[config.mk]
export PLATFORM = sky130hd
export DESIGN_NAME = fifo_wr_sched
export DESIGN_NICKNAME = d
export VERILOG_FILES = /design/src/rtl/fifo_wr_sched.sv
export SDC_FILE = /design/constraint.sdc
export NUM_CORES = 1
export LEC_CHECK = 0
export CORE_UTILIZATION = 41
export CTS_BUF_LIST = sky130_fd_sc_hd__clkbuf_16
export DETAILED_ROUTE_END_ITERATION = 10
export GPL_ROUTABILITY_DRIVEN = 0
export MAX_ROUTING_LAYER = met4
export PLACE_DENSITY = 0.77
export SETUP_SLACK_MARGIN = 0.3
export SYNTH_ARGS = -nofsm -noshare
export SYNTH_HDL_FRONTEND = slang
export SYNTH_SLANG_ARGS = --single-unit
[constraint.sdc]
create_clock -name clk -period 1.8 [get_ports clk]
set_input_delay 0.18 -clock clk [delete_from_list [all_inputs] [get_ports clk]]
set_output_delay 0.18 -clock clk [all_outputs]
set_load 0.1 [all_outputs]
[src/rtl/fifo_wr_sched.sv]
// rtl/fifo_wr_sched.sv - round-robin byte scheduler driving a timed USB FIFO write strobe
module fifo_wr_sched #(
    parameter int NREQ    = 2,
    parameter int SETUP_C = 1,
    parameter int PULSE_C = 2,
    parameter int RECOV_C = 2
) (
    input  logic                clk,
    input  logic                rst,
    input  logic                en,
    input  logic [NREQ-1:0]     req_valid,
    input  logic [8*NREQ-1:0]   req_data,
    output logic [NREQ-1:0]     req_ready,
    input  logic                ft_n_txe,
    output logic [7:0]          ft_data,
    output logic                ft_n_wr,
    output logic                busy,
    output logic [1:0]          last_src
);

    localparam int CMAX = (SETUP_C > PULSE_C)
                        ? ((SETUP_C > RECOV_C) ? SETUP_C : RECOV_C)
                        : ((PULSE_C > RECOV_C) ? PULSE_C : RECOV_C);
    localparam int CW   = $clog2(CMAX) + 1;

    typedef enum logic [1:0] {
        IDLE   = 2'd0,
        SETUP  = 2'd1,
        STROBE = 2'd2,
        RECOV  = 2'd3
    } state_t;

    state_t         state_q;
    logic [CW-1:0]  cnt_q;
    logic           txe_meta_q;
    logic           txe_s_q;
    logic [7:0]     data_q;
    logic           n_wr_q;
    logic [1:0]     last_q;

    logic           grant_any;
    logic [1:0]     grant_idx;
    logic           grant_fire;
    logic [7:0]     grant_byte;

    // ft_n_txe is asynchronous to clk; power up and reset as "full"
    always_ff @(posedge clk or posedge rst) begin
        if (rst) begin
            txe_meta_q <= 1'b1;
            txe_s_q    <= 1'b1;
        end else begin
            txe_meta_q <= ft_n_txe;
            txe_s_q    <= txe_meta_q;
        end
    end

    // Scan from the highest offset down so the nearest source after last_q wins
    always_comb begin
        grant_any = 1'b0;
        grant_idx = 2'd0;
        for (int k = NREQ; k >= 1; k--) begin
            if (req_valid[(int'(last_q) + k) % NREQ]) begin
                grant_any = 1'b1;
                grant_idx = 2'((int'(last_q) + k) % NREQ);
            end
        end
    end

    assign grant_fire = (state_q == IDLE) && en && !txe_s_q && grant_any;
    assign grant_byte = req_data[8*int'(grant_idx) +: 8];

    always_comb begin
        req_ready = '0;
        for (int i = 0; i < NREQ; i++) begin
            req_ready[i] = grant_fire && (int'(grant_idx) == i);
        end
    end

    always_ff @(posedge clk or posedge rst) begin
        if (rst) begin
            state_q <= IDLE;
            cnt_q   <= '0;
            n_wr_q  <= 1'b1;
            data_q  <= 8'h00;
            last_q  <= 2'(NREQ - 1);
        end else begin
            case (state_q)
                IDLE: begin
                    if (grant_fire) begin
                        data_q  <= grant_byte;
                        last_q  <= grant_idx;
                        cnt_q   <= CW'(SETUP_C - 1);
                        state_q <= SETUP;
                    end
                end
                SETUP: begin
                    if (cnt_q == '0) begin
                        n_wr_q  <= 1'b0;
                        cnt_q   <= CW'(PULSE_C - 1);
                        state_q <= STROBE;
                    end else begin
                        cnt_q <= cnt_q - 1'b1;
                    end
                end
                STROBE: begin
                    if (cnt_q == '0) begin
                        n_wr_q  <= 1'b1;
                        cnt_q   <= CW'(RECOV_C - 1);
                        state_q <= RECOV;
                    end else begin
                        cnt_q <= cnt_q - 1'b1;
                    end
                end
                RECOV: begin
                    if (cnt_q == '0) begin
                        state_q <= IDLE;
                    end else begin
                        cnt_q <= cnt_q - 1'b1;
                    end
                end
                default: state_q <= IDLE;
            endcase
        end
    end

    assign ft_data  = data_q;
    assign ft_n_wr  = n_wr_q;
    assign busy     = (state_q != IDLE);
    assign last_src = last_q;

endmodule
==> results of run 1 <==
==> kinds of logic (layout without fill, tap and decap cells) <==
kind of cell / after synthesis / in the layout / share of synthesized area [%]
muxes: 2 / 2 / 3.06
AOI/OAI and AO/OA: 20 / 20 / 18.5
and+or+nand+nor: 23 / 23 / 15.4
DFF: 16 / 16 / 47.2
adders and majority gates: 7 / 7 / 10.2
other: 1 / 1 / 0.436
buffers and inverters: 11 / 61 / 5.24
==> cells in the final DEF, fill, tap and decap left out, types with 2 or more instances in the layout <==
cell type / n
clkbuf_16: 3
nand2_1: 4
buf_12: 5
mux2_4: 2
a21oi_1: 2
o21ai_0: 3
ha_1: 3
inv_1: 8
nor2b_1: 8
nor2_2: 3
clkdlybuf4s50_1: 21
inv_2: 3
nand2b_1: 2
dfstp_2: 3
ha_4: 3
a221o_1: 8
nor2_4: 3
buf_4: 20
dfrtp_1: 12
==> worst max path at each step <==
| stage | to | slack (ps) | depth (start not counted) |
|---|---|---|---|
| after floorplan | ft_data[0] | -40 | 5 |
| after global placement | ft_data[4] | 110 | 5 |
| after detailed placement | ft_data[5] | 60 | 5 |
| after CTS | ft_data[0] | 120 | 7 |
| after global routing | req_ready[0] | 10 | 6 |
| final | req_ready[0] | 70 | 6 |
==> routing by layer <==
metal / vias up / share of wire (%) / track usage (%)
met3: 5 / 3.1 / 6.79
met1: 397 / 45 / 28.9
met5: - / 0 / -
li1: 376 / - / -
met2: 18 / 51 / 31.9
met4: 0 / 1.1 / 6.67
==> layout make-up <==
| class | instances | area, um^2 |
|---|---|---|
| clock buffers | 3 | 75.1 |
| clock inverters | 1 | 3.75 |
| fillers | 137 | 448 |
| inverters | 10 | 37.5 |
| multi-input cells | 53 | 483 |
| flip-flops and latches | 16 | 409 |
| well taps | 27 | 33.8 |
| repair buffers | 47 | 472 |
==> what timing repair did <==
item	CTS	global route
resized for setup	8	3
pin swaps	7	6
endpoints found under the setup margin	11	13
buffers inserted	10	2
==> per-stage QoR <==
stage	hold WS (ps)	cells	util (%)	TNS [ps]
floorplan	90.9	80	-	-268
global placement	352	141	65.9	0
detailed placement	350	141	65.9	0
CTS	325	155	75.8	0
global route	351	157	77.2	0
finish	293	157	77.2	0
==> worst reg2reg max path, delay by kind of cell, from the launching register on <==
| kind | cells | cell delay, ps |
|---|---|---|
| simple gates | 2 | 240 |
| flops | 1 | 370 |
| fa+ha+maj | 1 | 160 |
| compound gates | 1 | 300 |
| buf+inv | 4 | 540 |
==> sequential cells by signal, summed over array words and instances, names as in the netlist <==
signal	count
last_src	1
cnt_q	2
txe_s_q	1
ft_n_wr	1
state_q	2
txe_meta_q	1
ft_data	8
==> flow_metrics.tcl, run 1 <==
set metrics [dict create \
    status "finished, final reports clean" \
    crit_required_ps 1620 \
    first_pass_iters 4 \
    path_clk_slew_ps 50 \
    vias 796 \
    r2r-end "ft_data[4]" \
    tritoncts "done" \
    ys_types 27 \
    portBuffers 34 \
    via_per_inst 5.07 \
    drive_above_1_share_pct 38.5 \
    ios 36 \
    hold_class "in -> async" \
    syn_area_um2 860 \
    setup_viol 0 \
    grt_usage_pct 21.8 \
    syn_nets 109 \
    tightest_slew_ps 586 \
    grt_pass1_vias 697 \
    slew_viol_final 0 \
    drc 0 \
    slew_headroom_pct 60.9 \
    final_nets 160 \
    cp-start-kind "flip-flop" \
    synthFlopType "dfrtp_1" \
    startpoint "state_q[1]" \
    num_rows 16 \
    overflow 0 \
    die_h_um 47.8 \
    clock-root-buffer "clkbuf_16" \
    setup_ws_ps 66.8 \
    r2r_slack_ps 90 \
    synth-seq-cells 16 \
    netlist_instances 80 \
    area_growth_pct 76.1 \
    ff2ff_path_depth 8 \
    grt_pass1_wl_um 3220 \
    fin_crit_sh_pct 96.3 \
    max_freq_ghz 0.577 \
    wl_um 2320 \
    cts_made_buffers 3 \
    netlist.area_leader.share_pct 34.9 \
    core-area_um2 1960 \
    clock_latency_ps 250 \
    cts_hold_buf 0 \
    async_flop_share_pct 100 \
    path_cells "inv_2 > ha_4 > nand3b_1 > buf_4 > nor2_4 > buf_12" \
    rsz0062_at_grt "true" \
    cp_data_arrival_time_ps 1550 \
    cts.sinks 16 \
    antenna_found_initial 0 \
    cap_violations 0 \
    slowest_delay_ps 390 \
    clock_path_buffers 2 \
    drtIter0Drc 17 \
    yosysSeqAreaShare_pct 47.2 \
    fp.dieArea_um2 2280 \
    pre_cts_ws_ps 63.0 \
    final_antenna_net_count 0 \
    period_needed_ps 1730 \
    crit_family "buffers and inverters" \
    r2r-start "state_q[1]" \
    synth-edff-count 0 \
    worst-path-buf-inv 3 \
    skew_ps 6.32 \
    wire_per_inst_um 14.7 \
    antenna_cells 0 \
    start_util_pct 43.8 \
    crit_type "reg -> out" \
    h-tree-depth 1 \
    cp_max_fo 4 \
    place_area_um2 1290 \
    synthTopCellsByCount "dfrtp_1 (12), inv_1 (9), a221o_1 (8), nor2b_1 (8), ha_1 (7)" \
    grt_max_degree 17 \
    die_w_um 47.8 \
    yosys_warnings 0 \
    dp_hpwl_um 1480 \
    syn_area_per_cell_um2 10.7 \
    final-hold-violation-count 0 \
    cp_slowest_cell "dfrtp_1" \
    synth_area_leaders "dfrtp_1 (35%), dfstp_2 (12%), ha_1 (10%)" \
    yosysTopAreaCell "dfrtp_1" \
    finalInstanceArea_um2 1510 \
    critPathCaptureType "output port" \
    yosysMostFrequentCell "dfrtp_1" \
]
Power of run 1 is not shown: default switching activity piles up to over one toggle a cycle in this logic, so the estimate is an artifact.
==> run 2: changes to the inputs <==
--- a/config.mk
+++ b/config.mk
@@ -5,12 +5,13 @@
 export SDC_FILE = /design/constraint.sdc
 export NUM_CORES = 1
 export LEC_CHECK = 0
+export CORE_MARGIN = 2
 export CORE_UTILIZATION = 41
 export CTS_BUF_LIST = sky130_fd_sc_hd__clkbuf_16
 export DETAILED_ROUTE_END_ITERATION = 10
 export GPL_ROUTABILITY_DRIVEN = 0
 export MAX_ROUTING_LAYER = met4
-export PLACE_DENSITY = 0.77
+export PLACE_DENSITY = 0.83
 export SETUP_SLACK_MARGIN = 0.3
 export SYNTH_ARGS = -nofsm -noshare
 export SYNTH_HDL_FRONTEND = slang
==> flow_metrics.tcl, run 2 (synthesis gave the netlist of run 1 again) <==
set metrics [dict create \
    status "finished, final reports clean" \
    antenna_cells 0 \
    drc 0 \
    setup_ws_ps 104 \
    final_util_pct 80.2 \
    fin_crit_sh_pct 94.2 \
    fill_cells 120 \
    rsz0062_at_grt "true" \
    grt_pass1_vias 831 \
    fp.dieArea_um2 2480 \
    die_w_um 49.8 \
    slew_viol_final 0 \
    ios 36 \
    final_antenna_net_count 0 \
    drive_above_1_share_pct 41.2 \
    area_growth_pct 83.0 \
    grt_usage_pct 23.1 \
    critPathCaptureType "flip-flop" \
    tightest_slew_ps 612 \
    crit_required_ps 1920 \
    skew_ps 8.31 \
    clock-root-buffer "clkbuf_16" \
    max_freq_ghz 0.590 \
    pre_cts_ws_ps 42.6 \
    clock_path_buffers 2 \
    cts.sinks 16 \
    slew_headroom_pct 59.2 \
    cts_hold_buf 0 \
    hold_class "in -> async" \
    h-tree-depth 1 \
    final_cell_mix "buf_4 (25), clkdlybuf4s50_1 (21), dfrtp_1 (12)" \
    die_h_um 49.8 \
    cp_data_arrival_time_ps 1820 \
    portBuffers 34 \
    via_per_inst 5.16 \
    drtIter0Drc 14 \
    vias 841 \
    cp_max_fo 5 \
    period_needed_ps 1700 \
    final-hold-violation-count 0 \
    overflow 0 \
    final_nets 166 \
    start_util_pct 43.8 \
    layout_commonest_cell "buf_4" \
    clock_latency_ps 250 \
    cts_made_buffers 3 \
    largest_reg_flops 8 \
    antenna_found_initial 0 \
    crit_type "reg -> reg" \
    cp-start-kind "flip-flop" \
    core-area_um2 1960 \
    num_rows 16 \
    setup_viol 0 \
    wire_per_inst_um 16.8 \
    wl_um 2730 \
    dp_hpwl_um 1660 \
    first_pass_iters 4 \
    tns_ps 0 \
    cap_violations 0 \
    tritoncts "done" \
    grt_pass1_wl_um 4110 \
    grt_max_degree 17 \
    path_clk_slew_ps 50 \
]
==> run 2: final timing paths <==
check | startpoint | to | slack [ps] | cells past startpoint
worst max-delay path | state_q[0] | ft_data[5] | 100 | 8
worst min-delay path | rst | ft_data[7] | 310 | 2
worst max register to register | state_q[0] | ft_data[5] | 100 | 8
worst min register to register | txe_meta_q | txe_s_q | 350 | 0
max in group asynchronous | rst | ft_data[4] | 1080 | 2
min in group clk | ft_n_txe | txe_meta_q | 340 | 1
==> run 2: metrics by stage <==
| step | cells | hold slack [ps] | area, um^2 |
|---|---|---|---|
| final | 163 | 313 | 1570 |
| after global routing | 163 | 338 | 1570 |
| after CTS | 157 | 329 | 1500 |
| after detailed placement | 142 | 347 | 1300 |
| after global placement | 142 | 346 | 1300 |
| after floorplan | 80 | 90.9 | 890 |
==> run 2: cell type report <==
type	count	area, um^2	share of cell area (%)
clock buffer	3	75.1	4.77
sequential	16	409	26.0
timing repair buffer	53	520	33.1
clock inverter	1	3.75	0.239
multi-input combinational	53	493	31.3
inverter	10	37.5	2.39
tap	27	33.8	2.15
==> run 2: worst max-delay path, cell delays in order (launching register included) <==
cell	delay (ps)
dfrtp_1	370
inv_2	70
ha_4	160
nand3b_1	150
buf_4	150
nor2_4	40
buf_4	160
buf_4	150
a221o_1	340
==> run 2: per-layer routing <==
| metal | vias up | part of all wire (%) | global-route usage [%] |
|---|---|---|---|
| li1 | 391 | - | - |
| met1 | 411 | 41 | 28.2 |
| met2 | 31 | 53 | 37.6 |
| met3 | 8 | 4.2 | 4.85 |
| met4 | 0 | 2.3 | 8.33 |
| met5 | - | 0 | - |
==> run 2: what timing repair did <==
item                       CTS  global route
resized for setup            7             6
buffers inserted            11             6
pin swaps                    7            11
gates cloned                 0             0
setup endpoints to repair   11            13
Power of run 2 is left out for the same reason.
